===== config.mk =====
export PLATFORM = sky130hd
export DESIGN_NAME = ssd_scan_capture
export DESIGN_NICKNAME = d
export VERILOG_FILES = /design/src/rtl/ssd_scan_capture.sv
export SDC_FILE = /design/constraint.sdc
export NUM_CORES = 1
export LEC_CHECK = 0
export CAP_MARGIN = 20
export CORE_ASPECT_RATIO = 1.4
export CORE_UTILIZATION = 55
export CTS_CLUSTER_DIAMETER = 60
export DETAILED_ROUTE_END_ITERATION = 10
export PLACE_DENSITY = 0.76
export SLEW_MARGIN = 20
export SYNTH_ARGS = -nofsm -noshare
export SYNTH_HDL_FRONTEND = slang
export SYNTH_SLANG_ARGS = --single-unit

===== constraint.sdc =====
create_clock -name clk -period 2.7 [get_ports clk]
set_input_delay 0.405 -clock clk [delete_from_list [all_inputs] [get_ports clk]]
set_output_delay 0.405 -clock clk [all_outputs]
set_load 0.005 [all_outputs]

===== src/rtl/ssd_scan_capture.sv =====
// Seven-segment scan monitor: synchronises the multiplexed ssd/dig bus, waits for
// each pattern to settle, and rebuilds the four displayed hex digits with blank/err/frame flags.
module ssd_scan_capture #(
  parameter int unsigned STABLE_CYCLES  = 4,
  parameter bit          SEG_ACTIVE_LOW = 1'b1,
  parameter bit          DIG_ACTIVE_LOW = 1'b1
) (
  input  logic        clk,
  input  logic        rst_n,
  input  logic [6:0]  ssd,
  input  logic [3:0]  dig,
  output logic [15:0] digits,
  output logic [3:0]  blank,
  output logic        err,
  output logic        frame_valid
);

  localparam int unsigned CW = $clog2(STABLE_CYCLES + 1);
  localparam logic [CW-1:0] CNT_MAX = CW'(STABLE_CYCLES);
  localparam logic [CW-1:0] CNT_PRE = CW'(STABLE_CYCLES - 1);
  // Raw bus levels meaning "nothing lit / nothing selected"; XOR normalises to active-high.
  localparam logic [6:0] SEG_IDLE = {7{SEG_ACTIVE_LOW}};
  localparam logic [3:0] DIG_IDLE = {4{DIG_ACTIVE_LOW}};

  logic [6:0]    r_ssd_s1, r_ssd_s2;
  logic [3:0]    r_dig_s1, r_dig_s2;
  logic [10:0]   r_prev;
  logic [CW-1:0] r_cnt;
  logic [3:0]    r_seen;

  logic [6:0]  w_seg;
  logic [3:0]  w_dig;
  logic [10:0] w_pat;
  logic        w_same;
  logic        w_commit;
  logic        w_onehot;
  logic [1:0]  w_idx;
  logic [3:0]  w_val;
  logic        w_valid;
  logic [3:0]  w_seen_nx;

  assign w_seg     = r_ssd_s2 ^ SEG_IDLE;
  assign w_dig     = r_dig_s2 ^ DIG_IDLE;
  assign w_pat     = {w_dig, w_seg};
  assign w_same    = (w_pat == r_prev);
  assign w_commit  = w_same && (r_cnt == CNT_PRE);
  assign w_onehot  = (w_dig != '0) && ((w_dig & (w_dig - 4'd1)) == '0);
  assign w_seen_nx = r_seen | w_dig;

  always_comb begin
    w_idx = '0;
    for (int unsigned i = 0; i < 4; i++) begin
      if (w_dig[i]) w_idx = 2'(i);
    end
  end

  always_comb begin
    w_valid = 1'b1;
    w_val   = '0;
    unique case (w_seg)
      7'h3F: w_val = 4'h0;
      7'h06: w_val = 4'h1;
      7'h5B: w_val = 4'h2;
      7'h4F: w_val = 4'h3;
      7'h66: w_val = 4'h4;
      7'h6D: w_val = 4'h5;
      7'h7D: w_val = 4'h6;
      7'h07: w_val = 4'h7;
      7'h7F: w_val = 4'h8;
      7'h6F: w_val = 4'h9;
      7'h77: w_val = 4'hA;
      7'h7C: w_val = 4'hB;
      7'h39: w_val = 4'hC;
      7'h5E: w_val = 4'hD;
      7'h79: w_val = 4'hE;
      7'h71: w_val = 4'hF;
      default: w_valid = 1'b0;
    endcase
  end

  always_ff @(posedge clk or negedge rst_n) begin
    if (!rst_n) begin
      r_ssd_s1    <= SEG_IDLE;
      r_ssd_s2    <= SEG_IDLE;
      r_dig_s1    <= DIG_IDLE;
      r_dig_s2    <= DIG_IDLE;
      r_prev      <= '0;
      r_cnt       <= '0;
      r_seen      <= '0;
      digits      <= '0;
      blank       <= '1;
      err         <= 1'b0;
      frame_valid <= 1'b0;
    end else begin
      r_ssd_s1 <= ssd;
      r_ssd_s2 <= r_ssd_s1;
      r_dig_s1 <= dig;
      r_dig_s2 <= r_dig_s1;
      r_prev   <= w_pat;

      if (!w_same)              r_cnt <= '0;
      else if (r_cnt != CNT_MAX) r_cnt <= r_cnt + CW'(1);

      err         <= 1'b0;
      frame_valid <= 1'b0;

      if (w_commit && (w_dig != '0)) begin
        if (!w_onehot) begin
          err <= 1'b1;
        end else begin
          if (w_seg == '0) begin
            blank[w_idx] <= 1'b1;
          end else if (w_valid) begin
            digits[{w_idx, 2'b00} +: 4] <= w_val;
            blank[w_idx]                <= 1'b0;
          end else begin
            err <= 1'b1;
          end
          // Completing digit is not carried into the next frame.
          if (w_seen_nx == 4'hF) begin
            frame_valid <= 1'b1;
            r_seen      <= '0;
          end else begin
            r_seen <= w_seen_nx;
          end
        end
      end
    end
  end

endmodule


==> results of run 1 <==
## layout make-up
class                           instances  area [sq um]  share of cell area (%)
Clock buffer                           13           159                    4.59
Clock inverter                          3          43.8                    1.27
Inverter                               22          82.6                    2.39
Multi-Input combinational cell        147          1130                    32.7
Sequential cell                        62          1580                    45.8
Tap cell                               64          80.1                    2.31
Timing Repair Buffer                   38           378                    10.9
## per-layer routing
layer	share of wire, %	vias up	global-route usage [%]
li1	-	917	-
met2	52	30	38.0
met5	0	-	0
met4	0.99	0	9.51
met3	2.6	8	6.94
met1	44	951	28.1
## per-stage QoR
step	std cells	util [%]	setup slack, ns	instance area [sq um]	power (mW)
2_1_floorplan	239	-	0.361	2840	1.08
3_3_place_gp	333	66.2	0.244	3260	1.14
3_5_place_dp	333	66.2	0.168	3260	1.14
4_1_cts	349	70.4	0.158	3460	1.96
5_1_grt	349	70.4	0.0960	3460	2.02
6_report	349	70.4	0.146	3460	1.94
## layout by cell type, fill, tap and decap left out, types with 2 or more instances in the layout
cell type / n
a21bo_2: 3
a21boi_0: 2
a21oi_1: 11
a22o_1: 4
and3_1: 2
and3b_1: 2
buf_4: 3
clkbuf_1: 2
clkbuf_8: 11
clkdlybuf4s50_1: 33
dfrtp_1: 36
dfstp_2: 26
ha_1: 7
inv_1: 22
mux2_1: 3
mux2_4: 4
mux2i_1: 8
nand2_1: 15
nand3_1: 6
nand3_4: 4
nand4_1: 9
nand4b_1: 3
nor2_1: 10
nor2b_1: 7
nor3_1: 9
nor3b_1: 2
nor4bb_1: 2
o22ai_1: 2
or3b_2: 2
xor2_1: 13
## path summary, 6_finish.rpt
path,startpoint,endpoint,cells past startpoint
setup / recovery,r_ssd_s2[2],digits[4],6
hold / removal,rst_n,r_cnt[1],1
setup reg to reg,r_ssd_s2[2],digits[4],6
hold reg to reg,r_ssd_s1[3],r_ssd_s2[3],0
max in group asynchronous,rst_n,r_dig_s1[0],2
min in group clk,r_ssd_s1[3],r_ssd_s2[3],0
## registers in the layout (all words and copies together), names as in the netlist, named ones only
register     cells
r_cnt            3
r_ssd_s2         7
r_seen           4
r_ssd_s1         7
frame_valid      1
r_dig_s1         4
r_prev          11
digits          16
r_dig_s2         4
err              1
## worst max-delay path, delay by kind of cell, from the launching register on
| family | cells | cell delay [ns] |
|---|---|---|
| and+or+nand+nor | 3 | 0.95 |
| DFF | 1 | 0.69 |
| muxes | 1 | 0.32 |
| AOI/OAI and AO/OA | 2 | 0.47 |
## power by group
part	switching, mW	total (mW)	internal [mW]
clock network	0.339	0.816	0.477
logic	0.0753	0.129	0.0541
registers	0.0292	0.998	0.969
total	0.443	1.94	1.50
## logic make-up after synthesis
logic type               Yosys count
AND/OR/NAND/NOR                   80
flip-flops                        62
AO/OA/AOI/OAI                     31
buffers and inverters             30
multiplexers                      15
XOR/XNOR                          14
adder cells (fa/ha/maj)            7
==> out/qor.yml, run 1 <==
status:
  status: "completed"
global_routing:
  grt_overflow_total: 0
  antenna_found_initial: 0
  first_global_vias: 1952
  grt_first_pass_wirelength_um: 9320
  grt_max_degree: 36
  grt_use_total_pct: 23.0
synthesis:
  synth_area_leaders: "dfrtp_1 (32%), dfstp_2 (24%), xor2_1 (4.0%)"
  synthTopCellsByCount: "dfrtp_1 (36), dfstp_2 (26), inv_1 (22)"
  synth.most_common_cell: "dfrtp_1"
  synth_compound_area_share_pct: 8.32
  yosysWarnings: 0
  yosys.area.top_type: "dfrtp_1"
  synthAdderAreaFrac_pct: 3.08
  synth_edf_count: 0
  seq_area_frac_synth_pct: 55.7
  synth.avg_cell_area_sq_um: 11.9
  synth_fp_nets: 259
  syn-cell-area_sq_um: 2840
  yosys.area_share.simple_pct: 18.0
  synth_xor_area_share_pct: 4.31
  ys_types: 45
  synth_top_area_share_pct: 31.7
  syn_inst: 239
  synth_top_family_by_area: "simple AND/OR/NAND/NOR gates"
  async_flop_share_pct: 100
  ys_ff_latch: 62
  synth_flop_cell: "dfrtp_1"
  synthMuxAreaShare_pct: 6.12
sta:
  fmax_mhz: 392
  setup_violations: 0
  finalSetupTns_ns: 0
  hold_viol_final: 0
  worst_pin_slew_ns: 0.627
  skew_ns: 0.0122
  min_period_ns: 2.55
  max-slew-margin-rel_pct: 58.2
  rsz0062_at_grt: "false"
  fin_hold_ws_ns: 0.0897
  drv_slew: 0
  finalCritPeriodShare_pct: 94.6
placement:
  dpl.hpwl_um: 3890
  port_buffers: 34
  gp_congestion: 0.845
finish:
  fin_nets: 300
  drive_above_1_share_pct: 22.1
  nFillCells: 362
  area_growth_pct: 21.6
  insertedDiodeCount: 0
detailed_routing:
  wirelength_um: 5470
  drc: 0
  vias_per_cell: 5.46
  via_count: 1906
  drt_pre_antenna_iters: 4
  drt_iter0_markers: 87
  antenna_left: 0
  wl_per_cell_um: 15.7
critical_path:
  crit_path_end_kind: "register"
  worstPathRequired_ns: 2.91
  slowest_delay_ns: 0.69
  crit_path_cell_trace: "nor4bb_1 > o31ai_4 > o211ai_2 > or4_4 > nand3_4 > mux2_1"
  cp_slowest_cell: "dfstp_2"
  rrSetupSlack_ns: 0.15
  path_class: "register to register"
  arrival_ns: 2.77
  path_max_fanout: 14
  cp-start-kind: "register"
cts:
  clk_path_buf_depth: 2
  h-tree-depth: 3
  cts-buffers-inserted: 9
  numClockSinks: 62
  cts_tree: "built"
  cts.clk_slew.worst_paths_ns: 0.06
  post_cts_resize_count: 0
  post_cts_buffers: 0
  clk_latency_ns: 0.34
  postCtsHoldBufs: 0
  cts_root_buf: "clkbuf_8"
floorplan:
  fp-row-count: 30
  dieHeight_um: 87.1
  ios: 35
  die_w_um: 62.8
  die_area_sq_um: 5470
  coreArea_sq_um: 4920
  start_util_pct: 57.8
pwr:
  peakVddDrop_uv: 360
  p_leak_nw: 1.52
  power_density_nw_per_um2: 562
job:
  drv_cap: 0
hold_path:
  hp-class: "input pin to asynchronous set/reset pin"
Power figures use the tool's default switching activity.
==> run 2: changes to the inputs <==
--- a/config.mk
+++ b/config.mk
@@ -8,9 +8,10 @@
 export CAP_MARGIN = 20
 export CORE_ASPECT_RATIO = 1.4
 export CORE_UTILIZATION = 55
-export CTS_CLUSTER_DIAMETER = 60
+export CTS_CLUSTER_DIAMETER = 120
 export DETAILED_ROUTE_END_ITERATION = 10
 export PLACE_DENSITY = 0.76
+export SKIP_LAST_GASP = 1
 export SLEW_MARGIN = 20
 export SYNTH_ARGS = -nofsm -noshare
 export SYNTH_HDL_FRONTEND = slang
==> results of run 2 <==
Final layout, timing and power as in run 1 (identical DEF).
==> run 3: changes to the inputs <==
--- a/config.mk
+++ b/config.mk
@@ -6,7 +6,6 @@
 export NUM_CORES = 1
 export LEC_CHECK = 0
 export CAP_MARGIN = 20
-export CORE_ASPECT_RATIO = 1.4
 export CORE_UTILIZATION = 55
 export CTS_CLUSTER_DIAMETER = 120
 export DETAILED_ROUTE_END_ITERATION = 10
==> run 3 against run 2 <==
Die area about the same. Core utilization is 2.4 points higher. Fmax up 1.6%. Design area rose by 2.0%. First-iteration DRC count up 83%. Combinational power about the same. Via count increased by 3.3%. Critical path depth unchanged. Register-to-register slack better by 0.04 ns. Clock power increased by 21%.
==> out/qor.yml, run 3 (same netlist as run 1, synthesis figures left out) <==
finish:
  final_cells: 356
  fin_nets: 304
  largest_reg_flops: 16
  layout_commonest_cell: "dfrtp_1"
  insertedDiodeCount: 0
  regMostFlops: "digits"
  area_growth_pct: 24.0
  drive_above_1_share_pct: 23.5
  final_cell_mix: "dfrtp_1 (36), clkdlybuf4s50_1 (33), dfstp_2 (26)"
  final_core_util_pct: 72.7
  top_regs: "digits x16, r_prev x11"
global_routing:
  antenna_found_initial: 0
  first_global_vias: 1935
  grt_max_degree: 32
  grt_first_pass_wirelength_um: 9210
  grt_overflow_total: 0
  grt_use_total_pct: 23.4
sta:
  fmax_mhz: 398
  rsz0062_at_grt: "false"
  min_period_ns: 2.51
  finalSetupTns_ns: 0
  worst_pin_slew_ns: 0.521
  setup_violations: 0
  skew_ns: 0.00896
  finalCritPeriodShare_pct: 93.1
  hold_viol_final: 0
  drv_slew: 0
  max-slew-margin-rel_pct: 65.2
critical_path:
  path_class: "register to register"
  path_max_fanout: 14
  cp_slowest_cell: "dfstp_2"
  arrival_ns: 2.74
  slowest_delay_ns: 0.70
  reg2reg_depth: 6
  critPathTopFamily: "simple AND/OR/NAND/NOR gates"
  crit_buf_inv: 0
  crit_path_cell_trace: "nor4bb_1 > o31ai_4 > o211ai_2 > or4_4 > nand3_4 > mux2_1"
  cp_num_cells: 6
  r2r_end: "digits[4]"
  rrSetupSlack_ns: 0.19
  cp-endpoint: "digits[4]"
  crit_start: "r_ssd_s2[2]"
  crit_path_end_kind: "register"
  worstPathRequired_ns: 2.93
  cp-start-kind: "register"
  reg2reg_from: "r_ssd_s2[2]"
floorplan:
  ios: 35
  die_w_um: 73.9
  dieHeight_um: 73.9
  fp-row-count: 25
  start_util_pct: 58.7
  die_area_sq_um: 5460
  coreArea_sq_um: 4850
placement:
  port_buffers: 34
  dpl.cell_count: 339
  dpl.hpwl_um: 3730
  gp_congestion: 0.930
status:
  status: "completed"
detailed_routing:
  drt_pre_antenna_iters: 6
  drt-met1-wl_um: 2330
  via_count: 1968
  wirelength_um: 5260
  drt_iter0_markers: 159
  met3_length_um: 278
  vias_per_cell: 5.53
  antenna_left: 0
  met2WireLength_um: 2540
  highest_layer: "met4"
  drc: 0
  wl_per_cell_um: 14.8
hold_path:
  hp-class: "register to register"
job:
  drv_cap: 0
cts:
  cts_tree: "built"
  cts.clk_slew.worst_paths_ns: 0.07
  post_cts_buffers: 0
  clk_latency_ns: 0.35
  h-tree-depth: 3
  numClockSinks: 62
  clk_path_buf_depth: 2
  cts_root_buf: "clkbuf_8"
  cts-buffers-inserted: 9
pwr:
  p_leak_nw: 1.54
  peakVddDrop_uv: 527
  power_density_nw_per_um2: 601
## run 3: worst min-delay path by stage
stage	to	cells past startpoint	from
final	r_ssd_s2[5]	0	r_ssd_s1[5]
after global routing	r_ssd_s2[5]	0	r_ssd_s1[5]
after CTS	r_ssd_s2[5]	0	r_ssd_s1[5]
after detailed placement	r_prev[5]	1	rst_n
after global placement	r_prev[6]	1	rst_n
after floorplan	digits[0]	0	rst_n
## run 3: worst reg2reg max path, cell delays in order (launching register included)
cell      delay (ns)
dfstp_2         0.70
nor4bb_1        0.13
o31ai_4         0.26
o211ai_2        0.17
or4_4           0.66
nand3_4         0.15
mux2_1          0.33
## run 3: layout make-up
type / count / area, sq um
inverters: 22 / 82.6
clock inverters: 7 / 123
flip-flops and latches: 62 / 1580
well taps: 67 / 83.8
fillers: 345 / 1320
repair buffers: 42 / 398
multi-input cells: 147 / 1130
clock buffers: 9 / 124
## run 3: what timing repair did
action | CTS | global route
resized for setup | 0 | 0
endpoints found under the hold margin | 2 | 0
setup endpoints to repair | 0 | 0
hold buffers | 1 | 0
## run 3: per-layer routing
layer,up-vias,track usage [%]
met5,-,0
met4,0,11.3
met3,13,6.58
met2,70,35.6
met1,959,30.9
li1,926,-
## run 3: per-stage QoR
step	hold slack, ns	setup slack, ns	instance area [sq um]	power, mW
2_1_floorplan	0.109	0.361	2840	1.08
3_3_place_gp	0.216	0.244	3270	1.14
3_5_place_dp	0.216	0.185	3270	1.14
4_1_cts	0.357	0.179	3530	2.13
5_1_grt	0.358	0.104	3530	2.19
6_report	0.355	0.187	3530	2.12
## run 3: power breakdown
part           switching (mW)  total [mW]  internal (mW)
combinational          0.0764       0.132         0.0556
sequential             0.0290       0.997          0.968
clock                   0.376       0.991          0.615
